[src/rtl/uart_rx_if.sv]
// Receive-side bundle of the 8N1 UART receiver: serial line in,
// byte/flag handshake out. The consumer side is the master.
interface uart_rx_if;
    logic       RXD;
    logic       ACK;
    logic [7:0] DATA;
    logic       VALID;
    logic       BUSY;
    logic       FERR;
    logic       OVR;

    modport master (
        output RXD,
        output ACK,
        input  DATA,
        input  VALID,
        input  BUSY,
        input  FERR,
        input  OVR
    );

    modport slave (
        input  RXD,
        input  ACK,
        output DATA,
        output VALID,
        output BUSY,
        output FERR,
        output OVR
    );
endinterface

[src/rtl/uart_rx.sv]
// 8N1 UART receiver: mid-bit sampling from a single start-edge alignment,
// sticky framing/overrun flags, and a break state for held-low lines.
module uart_rx #(
    parameter int CLK_FREQ = 50000000,
    parameter int BAUD     = 9600
) (
    input logic      CLK,
    input logic      RST,
    uart_rx_if.slave bus
);
    localparam int CLKS_PER_BIT = CLK_FREQ / BAUD;
    localparam int HALF         = CLKS_PER_BIT / 2;
    localparam int TW           = $clog2(CLKS_PER_BIT);

    localparam logic [TW-1:0] T_LAST = TW'(CLKS_PER_BIT - 1);
    localparam logic [TW-1:0] T_MID  = TW'(HALF - 1);

    typedef enum logic [2:0] {
        IDLE,
        START,
        DATA,
        STOP,
        BREAK
    } state_t;

    logic          sync0;
    logic          sync1;
    logic          rxs;

    state_t        state;
    state_t        state_n;
    logic [TW-1:0] timer;
    logic [TW-1:0] timer_n;
    logic [2:0]    bidx;
    logic [2:0]    bidx_n;
    logic [7:0]    shreg;
    logic [7:0]    shreg_n;

    logic [7:0]    data_q;
    logic [7:0]    data_n;
    logic          valid_q;
    logic          valid_n;
    logic          ferr_q;
    logic          ferr_n;
    logic          ovr_q;
    logic          ovr_n;

    logic          load;
    logic          ferr_set;

    assign rxs = sync1;

    always_ff @(posedge CLK) begin
        if (RST) begin
            sync0   <= 1'b1;
            sync1   <= 1'b1;
            state   <= IDLE;
            timer   <= '0;
            bidx    <= '0;
            shreg   <= '0;
            data_q  <= '0;
            valid_q <= 1'b0;
            ferr_q  <= 1'b0;
            ovr_q   <= 1'b0;
        end else begin
            sync0   <= bus.RXD;
            sync1   <= sync0;
            state   <= state_n;
            timer   <= timer_n;
            bidx    <= bidx_n;
            shreg   <= shreg_n;
            data_q  <= data_n;
            valid_q <= valid_n;
            ferr_q  <= ferr_n;
            ovr_q   <= ovr_n;
        end
    end

    always_comb begin
        state_n  = state;
        timer_n  = timer;
        bidx_n   = bidx;
        shreg_n  = shreg;
        load     = 1'b0;
        ferr_set = 1'b0;

        unique case (state)
            IDLE: begin
                timer_n = '0;
                bidx_n  = '0;
                if (!rxs) begin
                    state_n = START;
                end
            end
            START: begin
                if (timer == T_MID) begin
                    timer_n = '0;
                    state_n = rxs ? IDLE : DATA;
                end else begin
                    timer_n = timer + 1'b1;
                end
            end
            DATA: begin
                if (timer == T_LAST) begin
                    timer_n = '0;
                    shreg_n = {rxs, shreg[7:1]};
                    bidx_n  = bidx + 3'd1;
                    if (bidx == 3'd7) begin
                        state_n = STOP;
                    end
                end else begin
                    timer_n = timer + 1'b1;
                end
            end
            STOP: begin
                if (timer == T_LAST) begin
                    timer_n = '0;
                    if (rxs) begin
                        load    = 1'b1;
                        state_n = IDLE;
                    end else begin
                        ferr_set = 1'b1;
                        state_n  = BREAK;
                    end
                end else begin
                    timer_n = timer + 1'b1;
                end
            end
            BREAK: begin
                // hold here so a stuck-low line is not decoded as 0x00s
                timer_n = '0;
                if (rxs) begin
                    state_n = IDLE;
                end
            end
            default: begin
                state_n = IDLE;
                timer_n = '0;
                bidx_n  = '0;
            end
        endcase
    end

    always_comb begin
        data_n  = data_q;
        valid_n = valid_q;
        ferr_n  = ferr_q;
        ovr_n   = ovr_q;

        // a fresh byte outranks a same-cycle acknowledge
        if (load) begin
            data_n  = shreg;
            valid_n = 1'b1;
        end else if (bus.ACK) begin
            valid_n = 1'b0;
        end

        if (load && valid_q && !bus.ACK) begin
            ovr_n = 1'b1;
        end else if (bus.ACK) begin
            ovr_n = 1'b0;
        end

        if (ferr_set) begin
            ferr_n = 1'b1;
        end else if (bus.ACK) begin
            ferr_n = 1'b0;
        end
    end

    assign bus.DATA  = data_q;
    assign bus.VALID = valid_q;
    assign bus.BUSY  = (state != IDLE);
    assign bus.FERR  = ferr_q;
    assign bus.OVR   = ovr_q;

endmodule

[src/flat_wrapper.sv]
// flat-port wrapper written by rule: the top's interface ports become plain ports
module uart_rx_flat 
#(
    parameter int CLK_FREQ = 50000000,
    parameter int BAUD     = 9600
)
  (CLK, RST, bus_RXD, bus_ACK, bus_DATA, bus_VALID, bus_BUSY, bus_FERR, bus_OVR);
  uart_rx_if bus_i ();
  input logic CLK;
  input logic RST;
  input wire logic [$bits(bus_i.RXD)-1:0] bus_RXD;
  input wire logic [$bits(bus_i.ACK)-1:0] bus_ACK;
  output wire logic [$bits(bus_i.DATA)-1:0] bus_DATA;
  output wire logic [$bits(bus_i.VALID)-1:0] bus_VALID;
  output wire logic [$bits(bus_i.BUSY)-1:0] bus_BUSY;
  output wire logic [$bits(bus_i.FERR)-1:0] bus_FERR;
  output wire logic [$bits(bus_i.OVR)-1:0] bus_OVR;
  assign bus_i.RXD = bus_RXD;
  assign bus_i.ACK = bus_ACK;
  assign bus_DATA = bus_i.DATA;
  assign bus_VALID = bus_i.VALID;
  assign bus_BUSY = bus_i.BUSY;
  assign bus_FERR = bus_i.FERR;
  assign bus_OVR = bus_i.OVR;
  uart_rx #(.CLK_FREQ(CLK_FREQ), .BAUD(BAUD)) u_core (.CLK(CLK), .RST(RST), .bus(bus_i));
endmodule
[config.mk]
export PLATFORM = sky130hd
export DESIGN_NAME = uart_rx_flat
export DESIGN_NICKNAME = d
export VERILOG_FILES = /design/src/rtl/uart_rx_if.sv /design/src/rtl/uart_rx.sv /design/src/flat_wrapper.sv
export SDC_FILE = /design/constraint.sdc
export NUM_CORES = 1
export LEC_CHECK = 0
export BUFFER_PORTS_ARGS = -buffer_cell sky130_fd_sc_hd__buf_2
export CORE_ASPECT_RATIO = 0.7
export CORE_MARGIN = 2
export CORE_UTILIZATION = 45
export DETAILED_ROUTE_END_ITERATION = 10
export REMOVE_ABC_BUFFERS = 1
export SLEW_MARGIN = 0
export SYNTH_ARGS = -nofsm -noshare
export SYNTH_HDL_FRONTEND = slang
export SYNTH_SLANG_ARGS = --single-unit
[constraint.sdc]
create_clock -name CLK -period 3.4 [get_ports CLK]
set_clock_uncertainty 0.2 [all_clocks]
set_input_delay 0.17 -clock CLK [delete_from_list [all_inputs] [get_ports CLK]]
set_output_delay 0.17 -clock CLK [all_outputs]
set_load 0.1 [all_outputs]
* Word-level counts from Yosys, hierarchy flattened
Cells that the tools add are included. Widths: inputs -> output; s select.
Storage, ports and cells: output and inout bits 12, bits of input ports 4, flip-flop bits (word level) 40, logic and storage cells 63
Cells by class: muxes and demuxes 24, $add $sub $neg 2, reductions and logical operators 13, equality and inequality tests 13, bitwise gates (word level) 1
Operators by type and width (number):
- $mux 13 | 2
- $pmux 13 s2 | 1
- $mux 3 | 8
- $pmux 3 s5 | 1
- $add 13x1->13 const B | 1
- $eq 13x12->1 const B | 1
- $eq 13x13->1 const B | 1
- $mux 1 | 10
- $ne 2x1->1 const B | 5
- $eq 3x2->1 const B | 2
- $eq 3x3->1 const B | 2
- $pmux 3 s2 | 1
- $reduce_and 6->1 | 1
- $reduce_bool 2->1 | 3
- $reduce_and 2->1 | 2
- $add 3x1->3 const B | 1
- $eq 3x1->1 const B | 1
- $logic_not 3->1 | 1
- $reduce_bool 3->1 | 1
- $reduce_or 3->1 | 1
- $logic_and 1x1->1 | 2
- $mux 2 | 1
- $ne 2x2->1 const B | 1
- $reduce_or 2->1 | 1
- 2 further kinds | 2

* Longest topological paths before layout
depth in word-level cells 6, gate-level depth with buffers 8, mapped depth without buffers 6

* Worst setup path before layout
Ideal clock, no wire load.
path kind register to register, start reg u_core.timer[5], end reg u_core.data_q[0], in the netlist u_core.bus.DATA[0], clock period less this slack 2346 ps, buffers on the path 2, library setup time 134 ps, cell stages (with the launch flop) 8, data required time 3066 ps, path slack 1054 ps, arrival time 2012 ps, cells stage by stage dfxtp_1 or4b_1 or4_1 buf_4 or2_1 buf_6 nand2_1 a21oi_1
On the way: cells in the longest elaborated chain, start to end 3
RTL lines:
- start, declared | RTL line uart_rx.sv:32 | logic [TW-1:0] timer;
- start signal, assigned | RTL line uart_rx.sv:69 | timer <= timer_n;
- $eq 13x13->1 | RTL line uart_rx.sv:116 | if (timer == T_LAST) begin
- $mux 1 | RTL line uart_rx.sv:116
- $mux 1 | RTL line uart_rx.sv:87 | unique case (state)
- end signal, assigned | RTL line uart_rx.sv:72 | data_q <= data_n;
- end, declared | RTL line uart_rx.sv:39 | logic [7:0] data_q;
Every way passes these cells. A chain may end at the register's enable or synchronous reset.

* Final worst setup path
start reg u_core.timer[5], end reg u_core.data_q[1], in the netlist u_core.bus.DATA[1]
The elaborated chain is that of the path after synthesis.

==> impl_results.md <==
- Hold-critical path depth: 2
- Count of endpoints failing setup in the final report: 0
- Syn Std Cell Area: 0.00175 mm2
- CTS clk-pin slew, worst paths: 80 ps
- Final Routed Wirelength: 3510 um
- Fin Setup TNS: 0 ps
- Detailed Place HPWL: 2480 um
- Count of vias placed by the detailed router: 1426
- Width of the chip: 78.5 um
- Remaining number of nets flagged by the antenna check after routing: 0
- Site row count: 18
- Seq/Total Area, Yosys: 45.7%
- Bufs and invs on worst path: 0
- Static Leakage: 0.727 nW
- DRC errors left: 0
- Maximum number of pins on one net before global-route repair: 32
- Number of synthesized register bits: 40
- Cell types occupying the most area after synthesis: sky130_fd_sc_hd__dfxtp_1 (46%), sky130_fd_sc_hd__nand2_1 (6.9%), sky130_fd_sc_hd__nor2_1 (5.6%)
- Cells after synthesis: 199
- Slew of the pin with the lowest slew margin: 584 ps
- Clock period minus worst slack: 2620 ps
- Area growth from synthesis to layout: 10.9%
- Logic depth of the worst path, buffers included: 5
- Run status: complete, no violations
- Placer's final routability congestion estimate: 0.813
- Clock tree from TritonCTS: yes
- Sinks on the clock net: 40
- Post-route cell area: 0.00194 mm2
- Chip height: 56.2 um
- Layout cells sized above 1: 15.8%
- Wire length of the first global-routing pass: 6160 um
- Fraction of post-synthesis cell area in the top cell type by area: 45.7%
- Final number of max-transition violations: 0
- Global router's overall resource usage: 17.7%
- Via count normalized by instance count: 5.38
- Number of antenna diodes: 0
- Class of the worst hold path: in2reg
- Count of cell types in the netlist: 44
- Worst setup path category: reg2reg
- Synth Area per Inst: 8.80 um2
- CP max stage cell: sky130_fd_sc_hd__or4_1
- Max FO, Critical Path: 9
- Critical Path Max Stage Delay: 740 ps
- Number of antenna violations at the first check in global routing: 0
- Grt total ovfl: 0
- Max-slew headroom at the worst pin: 60.7%
- Setup repair after global routing missed its margin: no
- Power density cells: 411 mW/mm2
- Nets@finish: 221
- Crit. End Element: register
- Reg2reg path depth: 5
- Initial Util: 48.3%
- Post-synthesis cell type with the largest combined area: sky130_fd_sc_hd__dfxtp_1
- H-tree depth reported by CTS: 2
- CP startpoint kind: register
- Count of max-cap constraint violations: 0
- Core Footprint: 0.00363 mm2
- Final clock period utilization by the worst path: 76.9%
- Dominant delay contributor by cell family on the critical path: simple AND/OR/NAND/NOR gates
- 1st-iter DRT viols: 72
- Clock insertion delay at the later pin of the skew report: 290 ps
- Detailed-routing iteration count for the pre-antenna-repair pass: 4
- Number of buffers between clock root and the deepest sink: 2
- Yosys warns: 0
- Num ports: 16
- Vias in the first global route: 1354
- Fmax achieved: 0.382 GHz
- Die Footprint: 0.00441 mm2
- Average detailed-routed wire length per instance: 13.3 um
- Data arrival at the endpoint of the critical path: 2570 ps
- Clock buffers created by TritonCTS: 5
- Crit path required time: 3350 ps
- Area post-placement: 0.00183 mm2
- Port Buffers: 15
- Final Total Pwr: 0.000798 W
- Final Hold Fails: 0
- Crit path cell chain: or4b_1, or4_1, or2_1, nand2_1, a21oi_1
- Clock Tree Root: sky130_fd_sc_hd__clkbuf_8
- Peak ir drop on the vdd network: 260 uV
==> logic make-up (layout without fill, tap and decap cells) <==
logic type                 count (synthesis)  in the layout  synth area share, %
DFF                                       40             40                 45.7
adders and majority gates                  3              3                 2.14
muxes                                      8              8                 4.57
and+or+nand+nor                           96             96                 27.9
AOI/OAI and AO/OA                         27             27                 10.0
buffers and inverters                     14             30                 4.15
xor gates and xnor gates                  11             11                 5.50
==> synthesized netlist by cell type <==
cell type	count
sky130_fd_sc_hd__a211oi_1	2
sky130_fd_sc_hd__a21oi_1	13
sky130_fd_sc_hd__a21oi_2	2
sky130_fd_sc_hd__a31o_2	1
sky130_fd_sc_hd__a31oi_1	2
sky130_fd_sc_hd__a32oi_1	1
sky130_fd_sc_hd__and2_1	1
sky130_fd_sc_hd__and3_1	1
sky130_fd_sc_hd__and4_1	1
sky130_fd_sc_hd__buf_2	1
sky130_fd_sc_hd__buf_4	1
sky130_fd_sc_hd__buf_6	2
sky130_fd_sc_hd__clkbuf_1	5
sky130_fd_sc_hd__dfxtp_1	40
sky130_fd_sc_hd__ha_1	3
sky130_fd_sc_hd__inv_1	5
sky130_fd_sc_hd__mux2i_1	8
sky130_fd_sc_hd__nand2_1	32
sky130_fd_sc_hd__nand2b_1	1
sky130_fd_sc_hd__nand3_1	3
sky130_fd_sc_hd__nand3_2	1
sky130_fd_sc_hd__nand3b_1	1
sky130_fd_sc_hd__nand4_1	3
sky130_fd_sc_hd__nand4b_1	1
sky130_fd_sc_hd__nor2_1	26
sky130_fd_sc_hd__nor2_4	1
sky130_fd_sc_hd__nor2b_1	2
sky130_fd_sc_hd__nor3_1	4
sky130_fd_sc_hd__nor4_1	6
sky130_fd_sc_hd__nor4b_1	1
sky130_fd_sc_hd__nor4bb_1	2
sky130_fd_sc_hd__o21ai_0	1
sky130_fd_sc_hd__o221ai_1	2
sky130_fd_sc_hd__o31ai_1	2
sky130_fd_sc_hd__o32a_1	1
sky130_fd_sc_hd__or2_1	1
sky130_fd_sc_hd__or2_2	3
sky130_fd_sc_hd__or3b_2	1
sky130_fd_sc_hd__or4_1	1
sky130_fd_sc_hd__or4_4	1
sky130_fd_sc_hd__or4b_1	1
sky130_fd_sc_hd__or4b_2	1
sky130_fd_sc_hd__xnor2_1	6
sky130_fd_sc_hd__xor2_1	5
==> area by class of cell <==
class                      instances  area (um2)
fill                             330        1680
multi-input combinational        145         877
sequential                        40         801
timing repair buffer              17        95.1
clock buffer                       5        68.8
tap                               50        62.6
clock inverter                     3        18.8
inverter                           5        18.8
==> state kept, by name (all words and copies together), names as in the netlist <==
register,cells
u_core.timer,13
u_core.bus.DATA,8
u_core.shreg,8
u_core.bidx,3
u_core.state,3
u_core.bus.FERR,1
u_core.bus.OVR,1
u_core.bus.VALID,1
u_core.rxs,1
u_core.sync0,1
==> worst paths after layout <==
kind / slack, ps / end / startpoint
setup / recovery: 780 / u_core.bus.DATA[1]$_SDFFE_PP0P_ / u_core.timer[5]$_SDFF_PP0_
hold reg to reg: 220 / u_core.rxs$_SDFF_PP1_ / u_core.sync0$_SDFF_PP1_
setup reg to reg: 780 / u_core.bus.DATA[1]$_SDFFE_PP0P_ / u_core.timer[5]$_SDFF_PP0_
hold / removal: 130 / u_core.shreg[3]$_SDFFE_PP0P_ / RST
==> layout by cell type, fill, tap and decap left out, types with 2 or more instances in the layout <==
master / count
sky130_fd_sc_hd__nor3_1: 4
sky130_fd_sc_hd__nand4_1: 3
sky130_fd_sc_hd__nor2b_1: 2
sky130_fd_sc_hd__xnor2_1: 6
sky130_fd_sc_hd__nor4bb_1: 2
sky130_fd_sc_hd__a211oi_1: 2
sky130_fd_sc_hd__buf_2: 15
sky130_fd_sc_hd__nor4_1: 6
sky130_fd_sc_hd__nand2_1: 32
sky130_fd_sc_hd__a21oi_2: 2
sky130_fd_sc_hd__nand3_1: 3
sky130_fd_sc_hd__clkbuf_8: 5
sky130_fd_sc_hd__clkinv_2: 2
sky130_fd_sc_hd__inv_1: 5
sky130_fd_sc_hd__a31oi_1: 2
sky130_fd_sc_hd__o221ai_1: 2
sky130_fd_sc_hd__xor2_1: 5
sky130_fd_sc_hd__ha_1: 3
sky130_fd_sc_hd__dfxtp_1: 40
sky130_fd_sc_hd__o31ai_1: 2
sky130_fd_sc_hd__dlygate4sd3_1: 2
sky130_fd_sc_hd__or2_2: 3
sky130_fd_sc_hd__mux2i_1: 8
sky130_fd_sc_hd__a21oi_1: 13
sky130_fd_sc_hd__nor2_1: 26
==> metrics by stage <==
step | hold slack [ps] | utilization (%) | std cells | worst slack [ps]
after detailed placement | 155 | 50.6 | 255 | 811
after floorplan | 32.4 | - | 190 | 1020
after CTS | 122 | 53.6 | 265 | 788
after global routing | 148 | 53.6 | 265 | 666
final | 132 | 53.6 | 265 | 784
after global placement | 155 | 50.6 | 255 | 868
==> routing by layer <==
| layer | global-route usage (%) | vias to the layer above | share of wire [%] |
|---|---|---|---|
| met5 | 0 | - | 0 |
| met4 | 8.52 | 0 | 1.8 |
| met3 | 5.19 | 7 | 4.3 |
| met2 | 24.8 | 29 | 42 |
| met1 | 24.8 | 671 | 51 |
| li1 | - | 719 | - |
==> repair_timing <==
item / 4_1_cts / 5_1_grt
endpoints found under the hold margin: 3 / 0
buffers inserted: 0 / 0
resized for setup: 0 / 0
hold buffers: 2 / 0
==> report_power, final <==
part            total, W  internal, W  leakage [nW]  switching, W
Combinational  0.0000197   0.00000627         0.356     0.0000134
Clock           0.000307     0.000143        0.0479      0.000164
Sequential      0.000472     0.000470         0.323    0.00000216
(Power assumes the default switching activity.)
